### src/rtl/ps2_pkg.sv
// Shared types and constants for the PS/2 receive path.
package ps2_pkg;

    typedef enum logic [1:0] {
        IDLE,
        SHIFT,
        PARITY,
        STOP
    } ps2_rx_state_t;

    localparam int unsigned PS2_DATA_BITS       = 8;
    localparam int unsigned PS2_FRAME_BITS      = 11;
    localparam int unsigned PS2_FILTER_LEN_DEF  = 16;
    localparam int unsigned PS2_TIMEOUT_CYC_DEF = 50000;

    // Odd parity over the data byte plus the parity bit.
    function automatic logic ps2_parity_ok(input logic [PS2_DATA_BITS-1:0] d, input logic p);
        return ^{d, p};
    endfunction

endpackage

### src/rtl/ps2_line_filter.sv
// Two-flop synchronizer followed by a persistence filter; idles high.
module ps2_line_filter #(
    parameter int unsigned FILTER_LEN = 16
) (
    input  logic clk_i,
    input  logic clr_i,
    input  logic pin_i,
    output logic line_o
);

    localparam int unsigned CntW = (FILTER_LEN > 1) ? $clog2(FILTER_LEN) : 1;

    logic [1:0]      sync_q, sync_d;
    logic            line_q, line_d;
    logic [CntW-1:0] cnt_q, cnt_d;

    always_comb begin
        sync_d = {sync_q[0], pin_i};
        line_d = line_q;
        cnt_d  = '0;
        // The line only flips after FILTER_LEN consecutive disagreeing samples.
        if (sync_q[1] != line_q) begin
            if (cnt_q == CntW'(FILTER_LEN - 1)) begin
                line_d = ~line_q;
            end else begin
                cnt_d = cnt_q + CntW'(1);
            end
        end
    end

    always_ff @(posedge clk_i) begin
        if (clr_i) begin
            sync_q <= 2'b11;
            line_q <= 1'b1;
            cnt_q  <= '0;
        end else begin
            sync_q <= sync_d;
            line_q <= line_d;
            cnt_q  <= cnt_d;
        end
    end

    assign line_o = line_q;

endmodule

### src/rtl/ps2_rx.sv
// PS/2 device-to-host receiver: filters the pins, deserializes 11-bit frames,
// and reports one validated scancode byte or an error pulse per frame.
module ps2_rx
    import ps2_pkg::*;
#(
    parameter int unsigned FILTER_LEN  = PS2_FILTER_LEN_DEF,
    parameter int unsigned TIMEOUT_CYC = PS2_TIMEOUT_CYC_DEF
) (
    input  logic       CLOCK_50,
    input  logic       clr,
    input  logic       PS2_CLK,
    input  logic       PS2_DAT,
    output logic [7:0] data,
    output logic       valid,
    output logic       parity_err,
    output logic       frame_err,
    output logic       timeout,
    output logic       busy
);

    localparam int unsigned WdogW = $clog2(TIMEOUT_CYC);
    localparam int unsigned CntW  = $clog2(PS2_FRAME_BITS);

    logic clk_f, dat_f, fall;
    logic clk_prev_q, clk_prev_d;

    ps2_rx_state_t            state_q, state_d;
    logic [CntW-1:0]          bit_cnt_q, bit_cnt_d;
    logic [PS2_DATA_BITS-1:0] shift_q, shift_d;
    logic                     par_q, par_d;
    logic [WdogW-1:0]         wdog_q, wdog_d;
    logic [7:0]               data_q, data_d;
    logic                     valid_q, valid_d;
    logic                     parity_err_q, parity_err_d;
    logic                     frame_err_q, frame_err_d;
    logic                     timeout_q, timeout_d;
    logic                     busy_q, busy_d;

    ps2_line_filter #(.FILTER_LEN(FILTER_LEN)) u_clk_filt (
        .clk_i  (CLOCK_50),
        .clr_i  (clr),
        .pin_i  (PS2_CLK),
        .line_o (clk_f)
    );

    ps2_line_filter #(.FILTER_LEN(FILTER_LEN)) u_dat_filt (
        .clk_i  (CLOCK_50),
        .clr_i  (clr),
        .pin_i  (PS2_DAT),
        .line_o (dat_f)
    );

    assign fall = clk_prev_q & ~clk_f;

    always_comb begin
        clk_prev_d   = clk_f;
        state_d      = state_q;
        bit_cnt_d    = bit_cnt_q;
        shift_d      = shift_q;
        par_d        = par_q;
        wdog_d       = wdog_q;
        data_d       = data_q;
        valid_d      = 1'b0;
        parity_err_d = 1'b0;
        frame_err_d  = 1'b0;
        timeout_d    = 1'b0;

        if (fall) begin
            wdog_d = '0;
            unique case (state_q)
                IDLE: begin
                    if (!dat_f) begin
                        state_d   = SHIFT;
                        bit_cnt_d = '0;
                    end else begin
                        frame_err_d = 1'b1;
                    end
                end
                SHIFT: begin
                    shift_d[bit_cnt_q[2:0]] = dat_f;
                    bit_cnt_d               = bit_cnt_q + CntW'(1);
                    if (bit_cnt_q == CntW'(PS2_DATA_BITS - 1)) begin
                        state_d = PARITY;
                    end
                end
                PARITY: begin
                    par_d   = dat_f;
                    state_d = STOP;
                end
                STOP: begin
                    state_d = IDLE;
                    if (!dat_f) begin
                        frame_err_d = 1'b1;
                    end else if (!ps2_parity_ok(shift_q, par_q)) begin
                        parity_err_d = 1'b1;
                    end else begin
                        data_d  = shift_q;
                        valid_d = 1'b1;
                    end
                end
                default: state_d = IDLE;
            endcase
        end else if (state_q != IDLE) begin
            // Abort at the edge where the count would reach TIMEOUT_CYC-1, so the
            // pulse lands TIMEOUT_CYC cycles after the last falling edge.
            if (wdog_q == WdogW'(TIMEOUT_CYC - 2)) begin
                state_d   = IDLE;
                wdog_d    = '0;
                timeout_d = 1'b1;
            end else begin
                wdog_d = wdog_q + WdogW'(1);
            end
        end else begin
            wdog_d = '0;
        end

        busy_d = (state_d != IDLE);
    end

    always_ff @(posedge CLOCK_50) begin
        if (clr) begin
            clk_prev_q   <= 1'b1;
            state_q      <= IDLE;
            bit_cnt_q    <= '0;
            shift_q      <= '0;
            par_q        <= 1'b0;
            wdog_q       <= '0;
            data_q       <= '0;
            valid_q      <= 1'b0;
            parity_err_q <= 1'b0;
            frame_err_q  <= 1'b0;
            timeout_q    <= 1'b0;
            busy_q       <= 1'b0;
        end else begin
            clk_prev_q   <= clk_prev_d;
            state_q      <= state_d;
            bit_cnt_q    <= bit_cnt_d;
            shift_q      <= shift_d;
            par_q        <= par_d;
            wdog_q       <= wdog_d;
            data_q       <= data_d;
            valid_q      <= valid_d;
            parity_err_q <= parity_err_d;
            frame_err_q  <= frame_err_d;
            timeout_q    <= timeout_d;
            busy_q       <= busy_d;
        end
    end

    assign data       = data_q;
    assign valid      = valid_q;
    assign parity_err = parity_err_q;
    assign frame_err  = frame_err_q;
    assign timeout    = timeout_q;
    assign busy       = busy_q;

endmodule
### config.mk
export PLATFORM = sky130hd
export DESIGN_NAME = ps2_rx
export DESIGN_NICKNAME = d
export VERILOG_FILES = /design/src/rtl/ps2_pkg.sv /design/src/rtl/ps2_line_filter.sv /design/src/rtl/ps2_rx.sv
export SDC_FILE = /design/constraint.sdc
export NUM_CORES = 1
export LEC_CHECK = 0
export BUFFER_PORTS_ARGS = -buffer_cell sky130_fd_sc_hd__buf_2
export CAP_MARGIN = 20
export CORE_MARGIN = 2
export CORE_UTILIZATION = 54
export DETAILED_ROUTE_END_ITERATION = 6
export PLACE_DENSITY = 0.78
export SYNTH_ARGS = -nofsm -noshare
export SYNTH_HDL_FRONTEND = slang
export SYNTH_SLANG_ARGS = --single-unit
### constraint.sdc
create_clock -name CLOCK_50 -period 5.4 [get_ports CLOCK_50]
set_input_delay 1.08 -clock CLOCK_50 [delete_from_list [all_inputs] [get_ports CLOCK_50]]
set_output_delay 1.08 -clock CLOCK_50 [all_outputs]
set_load 0.01 [all_outputs]
==> results of run 1 <==
==> logic make-up (layout without fill, tap and decap cells) <==
logic type               Yosys count  count (layout)  share of synthesized area [%]
XOR/XNOR                          28              28                           10.2
flip-flops                        59              59                           46.7
multiplexers                      18              18                           7.12
adder cells (fa/ha/maj)            9               9                           4.45
AND/OR/NAND/NOR                  126             126                           23.9
AO/OA/AOI/OAI                     20              20                           4.50
buffers and inverters             19              40                           3.11
==> layer usage <==
layer  up-vias  global-route usage [%]
met4         0                    11.1
met5         -                       0
met3        10                    4.58
met1       865                    21.9
li1        967                       -
met2        25                    33.0
==> cell type report <==
cell class                      instances  share of cell area (%)
Clock buffer                           14                    6.42
Sequential cell                        59                    41.5
Timing Repair Buffer                   16                    2.82
Clock inverter                          1                    1.06
Tap cell                               52                    2.29
Inverter                                9                    1.19
Multi-Input combinational cell        201                    44.7
==> power by group <==
group,switching [uW],internal [uW],leakage (uW)
sequential,1.29,438,0.000476
clock,158,261,0.000109
combinational,7.39,3.75,0.000464
==> critical path, cell delays in order <==
cell and delay [ps]:
buf_2 360, clkinv_1 550, o31ai_1 300, nor2_1 90
==> synth_stat cells (all sizes together) (3+ instances only) <==
cell | count | share of area (%)
a21oi | 9 | 1.8
and3 | 5 | 1.2
clkbuf | 9 | 1.3
dfxtp | 59 | 47
ha | 9 | 4.4
inv | 8 | 1.2
mux2i | 18 | 7.1
nand2 | 28 | 4.2
nand3 | 16 | 3.2
nand3b | 4 | 1.2
nor2 | 43 | 6.4
nor2b | 3 | 1.0
nor3 | 6 | 1.2
nor3b | 3 | 0.89
nor4 | 3 | 0.74
o21ai | 6 | 1.2
or2 | 5 | 1.2
xnor2 | 18 | 6.2
xor2 | 9 | 3.1
==> per-stage QoR <==
step	setup slack, ps	hold WS (ps)	power [uW]	cells	cell area (sq um)
floorplan	3390	389	457	279	2530
global placement	2970	396	460	337	2630
detailed placement	2910	398	460	337	2630
CTS	3250	411	877	352	2840
global route	3090	429	894	352	2840
finish	3220	403	870	352	2840
==> worst paths after layout <==
kind                               end  cells after the start
setup reg to reg          bit_cnt_q[3]                      6
hold reg to reg   u_dat_filt.sync_q[1]                      1
hold / removal    u_dat_filt.sync_q[1]                      1
setup / recovery            state_q[0]                      4
==> sequential cells by signal (all words and copies together) (netlist names), 2 cells and up <==
register           cells
u_dat_filt.cnt_q       4
data                   8
shift_q                8
state_q                2
u_dat_filt.sync_q      2
bit_cnt_q              4
u_clk_filt.cnt_q       4
u_clk_filt.sync_q      2
wdog_q                16
==> results.cfg, run 1 <==
[global_routing]
track_usage_pct = 19.3
grt-ovfl-total = 0
grt_max_degree = 27
grt_pass1_wl_microns = 7750
antenna_found_initial = 0
grt_pass1_vias = 1845

[route]
ant_nets = 0
drc = 0
firstDrtPassIters = 4
drt-total-wl_microns = 4490
topRoutingLayerUsed = met4
vias = 1867
drt_iter0_drc = 92
viasPerCell = 5.30
m1WireLength_microns = 2010
wl_met3_microns = 184
post_drt_wl_per_cell_microns = 12.8
met2_wirelength_microns = 2210

[setup_path]
cp-startpoint = clr
rrSetupSlack_ps = 3370
worst_ep_arrival_time_ps = 2390
r2r_start = state_q[0]
required_ps = 5610
cp-end-kind = register
path_max_fanout = 26
cp-start-kind = input port
critical_path_class = input port to register

[sta]
timing.final.crit_share_pct = 40.4
rsz0062_at_grt = no
final_max_slew_viol_count = 0
finalSetupViolCount = 0
worst_pin_slew_ps = 563
skew_ps = 7.27
period_needed_ps = 2180
hold_viol = 0
worst_slew_margin_rel_pct = 62.4
fmax_mhz = 459
setup_tns_ps = 0

[finish]
area_delta_synth_final_pct = 12.4
layout-drive-gt1-share_pct = 12.0
mostFrequentLayoutCell = dfxtp_1
diodes = 0
seqCellArea_sq_mm = 0.00118
post-route-util_pct = 64.0
multiInputGateArea_sq_mm = 0.00127
mostFrequentLayoutCells = dfxtp_1 (59), nor2_1 (43), nand2_1 (28), mux2i_1 (18), xnor2_1 (18)
nFillCells = 381
fin_nets = 309

[die]
rows = 24
die_x_microns = 72.5
core_area_sq_mm = 0.00444
io_pins = 17
dieArea_sq_mm = 0.00525
start_util_pct = 57.0
dieHeight_microns = 72.5

[clocking]
cts_resized = 0
clock-root-buffer = clkbuf_8
cts_post_setup_buffers_inserted = 0
cts.clk_slew.worst_paths_ps = 60
postCtsHoldBufs = 0
cts_buffers = 9
clk_latency_ps = 340
clk_path_buf_depth = 2
clkSinkCount = 59
cts_tree = done
htree_num_levels = 3

[run_status]
status = complete, no violations

[logic_synthesis]
async_flop_share_pct = 0
syn_avg_cell_area_sq_um = 9.07
synth_edf_count = 0
netlist_area_sq_mm = 0.00253
ys_ff_latch = 59
syn_nets = 292
ys_types = 35
yosysWarnings = 0
synth_cells = 279
synthFlopType = dfxtp_1
synth_seq_area_share_pct = 46.7

[placed_design]
io_buffer_count = 16
place_hpwl_microns = 3030
globalplace.congestion = 0.783

[power]
p_per_area_mw_per_mm2 = 306
p_leak_uw = 0.00105
ir_drop_mv = 0.186

[min_path]
min_from = u_dat_filt.sync_q[0]
hold_class = register to register

[flow_run]
cap_violations = 0
No activity file was read; power rests on OpenSTA's default activity.
==> run 2: changes to the inputs <==
--- a/config.mk
+++ b/config.mk
@@ -8,9 +8,9 @@
 export BUFFER_PORTS_ARGS = -buffer_cell sky130_fd_sc_hd__buf_2
 export CAP_MARGIN = 20
 export CORE_MARGIN = 2
-export CORE_UTILIZATION = 54
+export CORE_UTILIZATION = 53
 export DETAILED_ROUTE_END_ITERATION = 6
-export PLACE_DENSITY = 0.78
+export PLACE_DENSITY = 0.8
 export SYNTH_ARGS = -nofsm -noshare
 export SYNTH_HDL_FRONTEND = slang
 export SYNTH_SLANG_ARGS = --single-unit
==> constraint.sdc (replaced) <==
create_clock -name CLOCK_50 -period 2 [get_ports CLOCK_50]
set_input_delay 0.4 -clock CLOCK_50 [delete_from_list [all_inputs] [get_ports CLOCK_50]]
set_output_delay 0.4 -clock CLOCK_50 [all_outputs]
set_load 0.01 [all_outputs]
==> results.cfg, run 2 (same netlist as run 1, synthesis figures left out) <==
[run_status]
status = complete, no violations

[global_routing]
antenna_found_initial = 0
grt_max_degree = 18
grt-ovfl-total = 0
grt_pass1_wl_microns = 7650
track_usage_pct = 19.1
grt_pass1_vias = 1819

[flow_run]
cap_violations = 0

[clocking]
cts_buffers = 9
clock-root-buffer = clkbuf_8
clk_path_buf_depth = 2
clk_latency_ps = 330
cts.clk_slew.worst_paths_ps = 60
cts_tree = done
clkSinkCount = 59
cts_resized = 0
htree_num_levels = 3
postCtsHoldBufs = 0
cts_post_setup_buffers_inserted = 0

[sta]
setup_tns_ps = 0
skew_ps = 8.06
finalSetupViolCount = 0
rsz0062_at_grt = no
fmax_mhz = 544
hold_viol = 0
worst_pin_slew_ps = 516
worst_slew_margin_rel_pct = 64.7
setup_slack_ps = 163
timing.final.crit_share_pct = 91.9
period_needed_ps = 1840
final_max_slew_viol_count = 0

[die]
dieArea_sq_mm = 0.00534
start_util_pct = 54.3
dieHeight_microns = 73.1
io_pins = 17
die_x_microns = 73.1
core_area_sq_mm = 0.00466
rows = 25

[setup_path]
cp-start-kind = register
cp-end-kind = register
worst_ep_arrival_time_ps = 2100
path_max_fanout = 7
required_ps = 2270
critical_path_class = register to register

[placed_design]
post-place-ws_ps = 184
globalplace.congestion = 0.820
io_buffer_count = 16
place_hpwl_microns = 3010

[route]
firstDrtPassIters = 4
vias = 1870
post_drt_wl_per_cell_microns = 12.0
drt_iter0_drc = 59
drt-total-wl_microns = 4290
drc = 0
viasPerCell = 5.21
ant_nets = 0

[min_path]
hold_class = input port to register

[finish]
largest_register_ffs = 16
post-route-util_pct = 61.2
mostFrequentLayoutCell = dfxtp_1
diodes = 0
area_delta_synth_final_pct = 12.6
largest_register = wdog_q
mostFrequentLayoutCells = dfxtp_1 (59), nor2_1 (43), nand2_1 (28), mux2i_1 (18), xnor2_1 (18)
layout-drive-gt1-share_pct = 13.4
fin_nets = 314

[power]
switching_share_pct = 20.7
p_leak_uw = 0.00106
power_frac_clock_pct = 44.3
internal_power_uw = 1740
combPwrFrac_pct = 1.5
p_sw_uw = 452
p_per_area_mw_per_mm2 = 767
ir_drop_mv = 0.478
total_power_uw = 2190
p_seq_share_pct = 54.2
-- run 2: changes by cell type in the layout (fill, tap and decap cells not counted) --
cell / change
buf_4: +5
bufinv_16: -1
clkbuf_8: -1
clkinv_2: +2
-- run 2: final cells by class --
type | instances | area [sq um]
Tap cell | 54 | 67.6
Sequential cell | 59 | 1180
Clock buffer | 13 | 169
Fill cell | 408 | 1810
Inverter | 9 | 33.8
Timing Repair Buffer | 21 | 118
Multi-Input combinational cell | 201 | 1270
Clock inverter | 2 | 10.0
-- run 2: power groups by stage --
stage / Combinational, uW / Clock, uW / Sequential, uW
after detailed placement: 33.5 / 0 / 1210
after floorplan: 20.8 / 0 / 1210
after global placement: 32.5 / 0 / 1210
after global routing: 37.4 / 1040 / 1190
final: 32.6 / 969 / 1190
after CTS: 33.2 / 995 / 1190
-- run 2: path summary, 6_finish.rpt --
kind / endpoint / slack, ps / depth (start not counted) / from
worst max register to register: bit_cnt_q[3] / 160 / 6 / state_q[0]
worst max-delay path: bit_cnt_q[3] / 160 / 6 / state_q[0]
worst min-delay path: u_dat_filt.sync_q[0] / 250 / 2 / PS2_DAT
worst min register to register: u_clk_filt.sync_q[1] / 400 / 1 / u_clk_filt.sync_q[0]
-- run 2: worst max-delay path: stages, from the launching register on --
cell     delay (ps)
dfxtp_1         390
inv_1           100
ha_1            280
a21oi_1         210
o21ai_1         170
or4_1           490
a21oi_1         150
-- run 2: routing by layer --
metal / wire (microns) / track usage (%) / vias up
li1: - / - / 975
met4: 87 / 12.8 / 0
met3: 157 / 5.39 / 10
met5: 0 / 0 / -
met1: 1990 / 21.0 / 865
met2: 2060 / 31.7 / 20
-- run 2: per-stage QoR --
step           hold WS [ps]  cells  instance area, sq um
2_1_floorplan           389    279                  2530
3_3_place_gp            394    344                  2670
3_5_place_dp            394    344                  2670
4_1_cts                 236    359                  2850
5_1_grt                 240    359                  2850
6_report                252    359                  2850
==> run 3: changes to the inputs <==
--- a/config.mk
+++ b/config.mk
@@ -7,9 +7,11 @@
 export LEC_CHECK = 0
 export BUFFER_PORTS_ARGS = -buffer_cell sky130_fd_sc_hd__buf_2
 export CAP_MARGIN = 20
+export CORE_ASPECT_RATIO = 1.25
 export CORE_MARGIN = 2
 export CORE_UTILIZATION = 53
 export DETAILED_ROUTE_END_ITERATION = 6
+export GPL_ROUTABILITY_DRIVEN = 0
 export PLACE_DENSITY = 0.8
 export SYNTH_ARGS = -nofsm -noshare
 export SYNTH_HDL_FRONTEND = slang
==> results.cfg, run 3 (same netlist as run 1, synthesis figures left out) <==
[setup_path]
critical_path_class = register to register
worst_ep_arrival_time_ps = 2100
required_ps = 2270
cp-start-kind = register
path_max_fanout = 7
cp-end-kind = register

[finish]
mostFrequentLayoutCells = dfxtp_1 (59), nor2_1 (43), nand2_1 (28), mux2i_1 (18), xnor2_1 (18)
fin_nets = 313
area_delta_synth_final_pct = 15.8
layout-drive-gt1-share_pct = 13.8
diodes = 0
mostFrequentLayoutCell = dfxtp_1
largest_register = wdog_q
largest_register_ffs = 16

[sta]
worst_slew_margin_rel_pct = 65.2
worst_pin_slew_ps = 518
hold_viol = 0
setup_tns_ps = 0
skew_ps = 4.18
timing.final.crit_share_pct = 91.4
fmax_mhz = 547
finalSetupViolCount = 0
period_needed_ps = 1830
rsz0062_at_grt = no
final_max_slew_viol_count = 0

[clocking]
cts_resized = 0
htree_num_levels = 3
clk_latency_ps = 340
cts_post_setup_buffers_inserted = 0
clock-root-buffer = clkbuf_8
cts_buffers = 9
clk_path_buf_depth = 2
cts.clk_slew.worst_paths_ps = 60
postCtsHoldBufs = 0
clkSinkCount = 59
cts_tree = done

[power]
total_power_uw = 2600
p_per_area_mw_per_mm2 = 885
ir_drop_mv = 0.555
p_leak_uw = 0.00109

[route]
m1WireLength_microns = 1910
firstDrtPassIters = 4
drt-total-wl_microns = 4260
drt_iter0_drc = 55
topRoutingLayerUsed = met4
wl_met3_microns = 111
vias = 1872
met2_wirelength_microns = 2110
post_drt_wl_per_cell_microns = 11.7
drc = 0
ant_nets = 0
viasPerCell = 5.13

[die]
core_area_sq_mm = 0.00466
dieArea_sq_mm = 0.00535
die_x_microns = 65.8
io_pins = 17
start_util_pct = 54.3
dieHeight_microns = 81.3
rows = 28

[flow_run]
cap_violations = 0

[global_routing]
track_usage_pct = 17.9
grt_pass1_wl_microns = 7180
antenna_found_initial = 0
grt_pass1_vias = 1767
grt_max_degree = 19
grt-ovfl-total = 0

[placed_design]
place_hpwl_microns = 2990
io_buffer_count = 16

[run_status]
status = complete, no violations

[min_path]
hold_class = input port to register
==> run 3: cell types whose count changed in the layout (fill, tap and decap cells not counted) <==
cell | previous run | this run
bufinv_16 | 0 | 3
clkbuf_1 | 1 | 0
clkinv_2 | 2 | 1
buf_4 | 5 | 4
==> run 3: worst max-delay path: stages, from the launching register on <==
cell and delay, ps:
dfxtp_1 380, inv_1 100, ha_1 290, a21oi_1 220, o21ai_1 160, or4_1 490, a21oi_1 140
==> run 3: stage by stage <==
stage | util (%) | setup WS, ps | hold slack [ps] | std cells | cell area, sq um
final | 62.9 | 173 | 243 | 365 | 2930
after global routing | 62.9 | 50.5 | 254 | 365 | 2930
after CTS | 62.9 | 180 | 233 | 365 | 2930
after detailed placement | 57.3 | 195 | 393 | 349 | 2670
after global placement | 57.3 | 277 | 396 | 349 | 2670
after floorplan | - | 245 | 389 | 279 | 2530
==> run 3: layer usage <==
layer,vias up,GRT usage [%]
li1,972,-
met1,861,18.2
met2,27,31.4
met3,12,4.02
met4,0,14.2
met5,-,0
==> run 3: report_power, final <==
part / switching [uW] / internal, uW
clock network: 451 / 927
logic: 19.9 / 11.5
registers: 3.54 / 1180
==> run 3: worst paths after layout <==
kind | startpoint | endpoint | slack [ps] | cells after the start
max | state_q[0] | bit_cnt_q[3] | 170 | 6
min | PS2_CLK | u_clk_filt.sync_q[0] | 240 | 2
max reg2reg | state_q[0] | bit_cnt_q[3] | 170 | 6
min reg2reg | u_clk_filt.sync_q[0] | u_clk_filt.sync_q[1] | 410 | 1
==> run 3: final cells by class <==
cell class	instances	area, sq um
clock buffer	12	165
sequential	59	1180
fill	382	1730
inverter	9	33.8
timing repair buffer	20	110
clock inverter	4	95.1
multi-input combinational	201	1270
tap	60	75.1
